==> config.mk <==
export PLATFORM = sky130hd
export DESIGN_NAME = dff_feed_fifo
export DESIGN_NICKNAME = d
export VERILOG_FILES = /design/src/rtl/dff_feed_fifo.sv
export SDC_FILE = /design/constraint.sdc
export NUM_CORES = 1
export LEC_CHECK = 0
export CAP_MARGIN = 0
export CORE_ASPECT_RATIO = 1.4
export CORE_MARGIN = 5
export CORE_UTILIZATION = 40
export DETAILED_ROUTE_END_ITERATION = 8
export HOLD_SLACK_MARGIN = 0.1
export PLACE_DENSITY = 0.63
export SLEW_MARGIN = 25
export SYNTH_ARGS = -nofsm -noshare
export SYNTH_HDL_FRONTEND = slang
export SYNTH_SLANG_ARGS = --single-unit
==> constraint.sdc <==
create_clock -name clk -period 3.6 [get_ports clk]
set_input_delay 0.72 -clock clk [delete_from_list [all_inputs] [get_ports clk]]
set_output_delay 0.72 -clock clk [all_outputs]
set_load 0.01 [all_outputs]
==> src/rtl/dff_feed_fifo.sv <==
// Synchronous FIFO that feeds the downstream WIDTH-bit D flip-flop stage.
// It accepts pushes from the driver side and presents one word per accepted
// pop on a registered rd_data. Occupancy and sticky error flags are exposed.
module dff_feed_fifo #(
  parameter int WIDTH = 8,
  parameter int DEPTH = 4
) (
  input  logic                       clk,
  input  logic                       rst,
  input  logic                       wr_en,
  input  logic [WIDTH-1:0]           wr_data,
  input  logic                       rd_en,
  output logic [WIDTH-1:0]           rd_data,
  output logic                       rd_valid,
  output logic                       full,
  output logic                       empty,
  output logic [$clog2(DEPTH):0]     count,
  output logic                       overflow,
  output logic                       underflow,
  input  logic                       clr_err
);

  localparam int AW = $clog2(DEPTH);
  localparam int CW = AW + 1;
  localparam logic [CW-1:0] DEPTH_C = CW'(DEPTH);

  logic [WIDTH-1:0] mem [DEPTH];
  logic [AW-1:0]    wr_ptr;
  logic [AW-1:0]    rd_ptr;
  logic             do_wr;
  logic             do_rd;

  // full and empty are derived only from count, never from pointer compares
  always_comb begin
    full  = (count == DEPTH_C);
    empty = (count == '0);
  end

  // Acceptance uses pre-edge state; a pop frees room for a push at full,
  // but a push on empty cannot be popped in the same cycle (no bypass).
  always_comb begin
    do_rd = rd_en && !empty;
    do_wr = wr_en && (!full || do_rd);
  end

  // Storage array; contents are don't-care after reset, so no reset here
  always_ff @(posedge clk) begin
    if (do_wr) mem[wr_ptr] <= wr_data;
  end

  // Pointers wrap naturally at DEPTH-1 because DEPTH is a power of two
  always_ff @(posedge clk or posedge rst) begin
    if (rst) begin
      wr_ptr <= '0;
      rd_ptr <= '0;
    end else begin
      if (do_wr) wr_ptr <= wr_ptr + AW'(1);
      if (do_rd) rd_ptr <= rd_ptr + AW'(1);
    end
  end

  // Occupancy counter: simultaneous push and pop leaves it unchanged
  always_ff @(posedge clk or posedge rst) begin
    if (rst) begin
      count <= '0;
    end else begin
      case ({do_wr, do_rd})
        2'b10:   count <= count + CW'(1);
        2'b01:   count <= count - CW'(1);
        default: count <= count;
      endcase
    end
  end

  // Registered read port; rd_data holds its value between accepted pops
  always_ff @(posedge clk or posedge rst) begin
    if (rst) begin
      rd_data  <= '0;
      rd_valid <= 1'b0;
    end else begin
      rd_valid <= do_rd;
      if (do_rd) rd_data <= mem[rd_ptr];
    end
  end

  // Sticky error flags; a new error in the clearing cycle takes priority
  always_ff @(posedge clk or posedge rst) begin
    if (rst) begin
      overflow  <= 1'b0;
      underflow <= 1'b0;
    end else begin
      if (wr_en && !do_wr)      overflow <= 1'b1;
      else if (clr_err)         overflow <= 1'b0;
      if (rd_en && !do_rd)      underflow <= 1'b1;
      else if (clr_err)         underflow <= 1'b0;
    end
  end

endmodule

==> impl_metrics.env <==
export IMPL_r2r_start="count[0]$_DFFE_PP0P_"
export IMPL_power_mw=1.91
export IMPL_ir_worst_vdd_mv=0.286
export IMPL_yosysWarnings=0
export IMPL_io_buffers=28
export IMPL_rsz0062_at_grt="false"
export IMPL_synthTopCellsByArea="edfxtp_1 48%, dfrtp_1 22%, mux4_2 9.0%"
export IMPL_slowest_delay_ns=0.51
export IMPL_fin_ws_ns=1.07
export IMPL_avgSynthCellArea_sq_um=16.3
export IMPL_synthMuxAreaShare_pct=10.0
export IMPL_routed_via_count=1039
export IMPL_drc=0
export IMPL_routedWlPerCell_um=14.8
export IMPL_synth_most_common_cell="edfxtp_1"
export IMPL_syn_area_sq_mm=0.00200
export IMPL_crit_end="count[2]$_DFFE_PP0P_"
export IMPL_maxSlewHeadroom_pct=54.4
export IMPL_worstPathCellList="clkdlybuf4s50_1 -> nor4b_4 -> nor2b_2 -> inv_1 -> ha_1 -> inv_1 -> fa_1 -> xor2_1 -> nor2_1 -> xor2_1"
export IMPL_slowest_stage="clkdlybuf4s50_1"
export IMPL_initial_core_util_pct=41.4
export IMPL_dr_pass1_iters=4
export IMPL_grt_usage_pct=11.0
export IMPL_first_global_vias=1164
export IMPL_gp_congestion=0.704
export IMPL_finalSetupViolCount=0
export IMPL_post_cts_buffers=0
export IMPL_crit_type="input pin to flop"
export IMPL_cts_sinks=50
export IMPL_die_h_um=93.8
export IMPL_worst_pin_slew_ns=0.684
export IMPL_ios=29
export IMPL_cp_data_required_time_ns=3.83
export IMPL_synth_edf_count=32
export IMPL_cts_tree="yes"
export IMPL_crit_path_start="rd_en"
export IMPL_worst_r2r_cell_count=8
export IMPL_post_dp_cell_area_sq_mm=0.00236
export IMPL_coreArea_sq_mm=0.00484
export IMPL_routed_wirelength_um=3280
export IMPL_syn_inst=123
export IMPL_diodes=0
export IMPL_cts_max_level=2
export IMPL_drive_gt1_share_pct=14.0
export IMPL_synth_top_family_by_area="multiplexers"
export IMPL_clk_path_buf_depth=2
export IMPL_hpwl_um=2370
export IMPL_die_w_um=69.8
export IMPL_synthAdderAreaFrac_pct=4.12
export IMPL_status="finished, final reports clean"
export IMPL_rrSetupSlack_ns=1.43
export IMPL_cp_max_fo=7
export IMPL_post_route_min_period_ns=2.53
export IMPL_syn2layout_area_growth_pct=22.9
export IMPL_ctsResizeCount=0
export IMPL_synth_top_area_share_pct=47.9
export IMPL_vias_per_cell=4.70
export IMPL_synth_ff_type="edfxtp_1"
export IMPL_ys_ff_latch=50
export IMPL_final_max_slew_viol_count=0
export IMPL_p_leak_nw=0.950
export IMPL_clock_latency_ns=0.30
export IMPL_fillers=403
export IMPL_r2r_end="count[2]$_DFFE_PP0P_"
export IMPL_postCtsHoldBufs=0
export IMPL_fmax_ghz=0.396
export IMPL_synth_simple_area_share_pct=8.80
export IMPL_final_area_sq_mm=0.00246
export IMPL_min_path_type="flop to flop"
export IMPL_fp_row_count=30
export IMPL_place_ws_ns=0.767
export IMPL_synth_xor_area_share_pct=2.62
export IMPL_clock_skew_ns=0.00912
export IMPL_syn_num_nets=142
export IMPL_drt_iter0_drc=58
export IMPL_grt_overflow_total=0
export IMPL_finalNetCount=175
export IMPL_die_area_sq_mm=0.00655
export IMPL_synth_area_leader_cell="edfxtp_1"
export IMPL_whs_ns=0.478
export IMPL_end_kind="flop"
export IMPL_grt_pass1_wl_um=5600
export IMPL_root_buffer="clkbuf_8"
export IMPL_synth_cell_types=23
export IMPL_synth_common_cells="32 x edfxtp_1, 26 x nand2_1, 18 x dfrtp_1"
export IMPL_grt_max_degree=19
export IMPL_synth_async_reset_ratio_pct=36.0
export IMPL_cp_data_arrival_time_ns=2.76
export IMPL_cts_buffers=5
export IMPL_antenna_found_initial=0
export IMPL_critPathLaunchType="input pin"
export IMPL_detail_route_antenna_nets=0
export IMPL_tns_ns=0
export IMPL_final_hold_violation_count=0
export IMPL_drv_cap=0
export IMPL_ys_seq_area_share_pct=70.4
export IMPL_cts_clk_slew_worst_paths_ns=0.09
export IMPL_power_density_mw_per_mm2=776
export IMPL_synth_compound_area_share_pct=1.56
export IMPL_finalCritPeriodShare_pct=70.2
==> worst min-delay path by stage <==
| stage | depth (start not counted) | startpoint | to |
|---|---|---|---|
| 2_1_floorplan | 2 | rd_data[0]$_DFFE_PP0P_ | rd_data[0]$_DFFE_PP0P_ |
| 3_3_place_gp | 2 | rd_data[6]$_DFFE_PP0P_ | rd_data[6]$_DFFE_PP0P_ |
| 3_5_place_dp | 2 | rd_data[5]$_DFFE_PP0P_ | rd_data[5]$_DFFE_PP0P_ |
| 4_1_cts | 2 | rd_data[5]$_DFFE_PP0P_ | rd_data[5]$_DFFE_PP0P_ |
| 5_1_grt | 2 | rd_data[1]$_DFFE_PP0P_ | rd_data[1]$_DFFE_PP0P_ |
| 6_report | 2 | rd_data[5]$_DFFE_PP0P_ | rd_data[5]$_DFFE_PP0P_ |
==> per-stage QoR <==
step           util, %  std cells
2_1_floorplan        -        123
3_3_place_gp      48.7        213
3_5_place_dp      48.7        213
4_1_cts           50.9        221
5_1_grt           50.9        221
6_report          50.9        221
==> power by group <==
group / switching (mW) / internal (mW)
clock network: 0.181 / 0.179
registers: 0.149 / 0.786
logic: 0.266 / 0.351
total: 0.596 / 1.32
==> per-layer routing <==
| layer | vias up | part of all wire, % | global-route usage, % |
|---|---|---|---|
| met5 | - | 0 | 0 |
| met4 | 0 | 1.1 | 3.35 |
| met3 | 5 | 5.6 | 3.85 |
| met2 | 27 | 54 | 20.2 |
| met1 | 512 | 39 | 11.9 |
| li1 | 495 | - | - |
==> registers in the layout, summed over array words and instances, names as in the netlist <==
register and cells:
wr_ptr 2, underflow 1, mem 32, rd_valid 1, rd_ptr 2, overflow 1
rd_data 8, count 3
==> cells by family after synthesis <==
family                   Yosys count
flip-flops                        50
AND/OR/NAND/NOR                   36
buffers and inverters             12
multiplexers                      10
XOR/XNOR                           6
adder cells (fa/ha/maj)            6
AO/OA/AOI/OAI                      3
==> cells in the final DEF (no fill, tap or decap), drive strengths merged, types with 2 or more instances in the layout <==
cell type	count
xnor2	4
xor2	2
clkdlybuf4s50	28
clkbuf	6
nand2	27
and2	4
mux4	8
dfrtp	18
inv	11
ha	5
o21ai	2
edfxtp	32
==> critical path: cells and delay by family <==
| kind | cells | cell delay [ns] |
|---|---|---|
| buffers and inverters | 3 | 0.64 |
| adder cells (fa/ha/maj) | 2 | 0.56 |
| XOR/XNOR | 2 | 0.31 |
| AND/OR/NAND/NOR | 3 | 0.53 |
==> area by class of cell <==
class,count,area (sq um),area share (%)
clock inverter,2,13.8,0.559
sequential,50,1410,57.3
clock buffer,6,93.8,3.81
multi-input combinational,61,544,22.1
tap,64,80.1,3.25
timing repair buffer,28,280,11.4
inverter,10,40.0,1.63
Note: power is estimated with default switching activity, not from simulation.
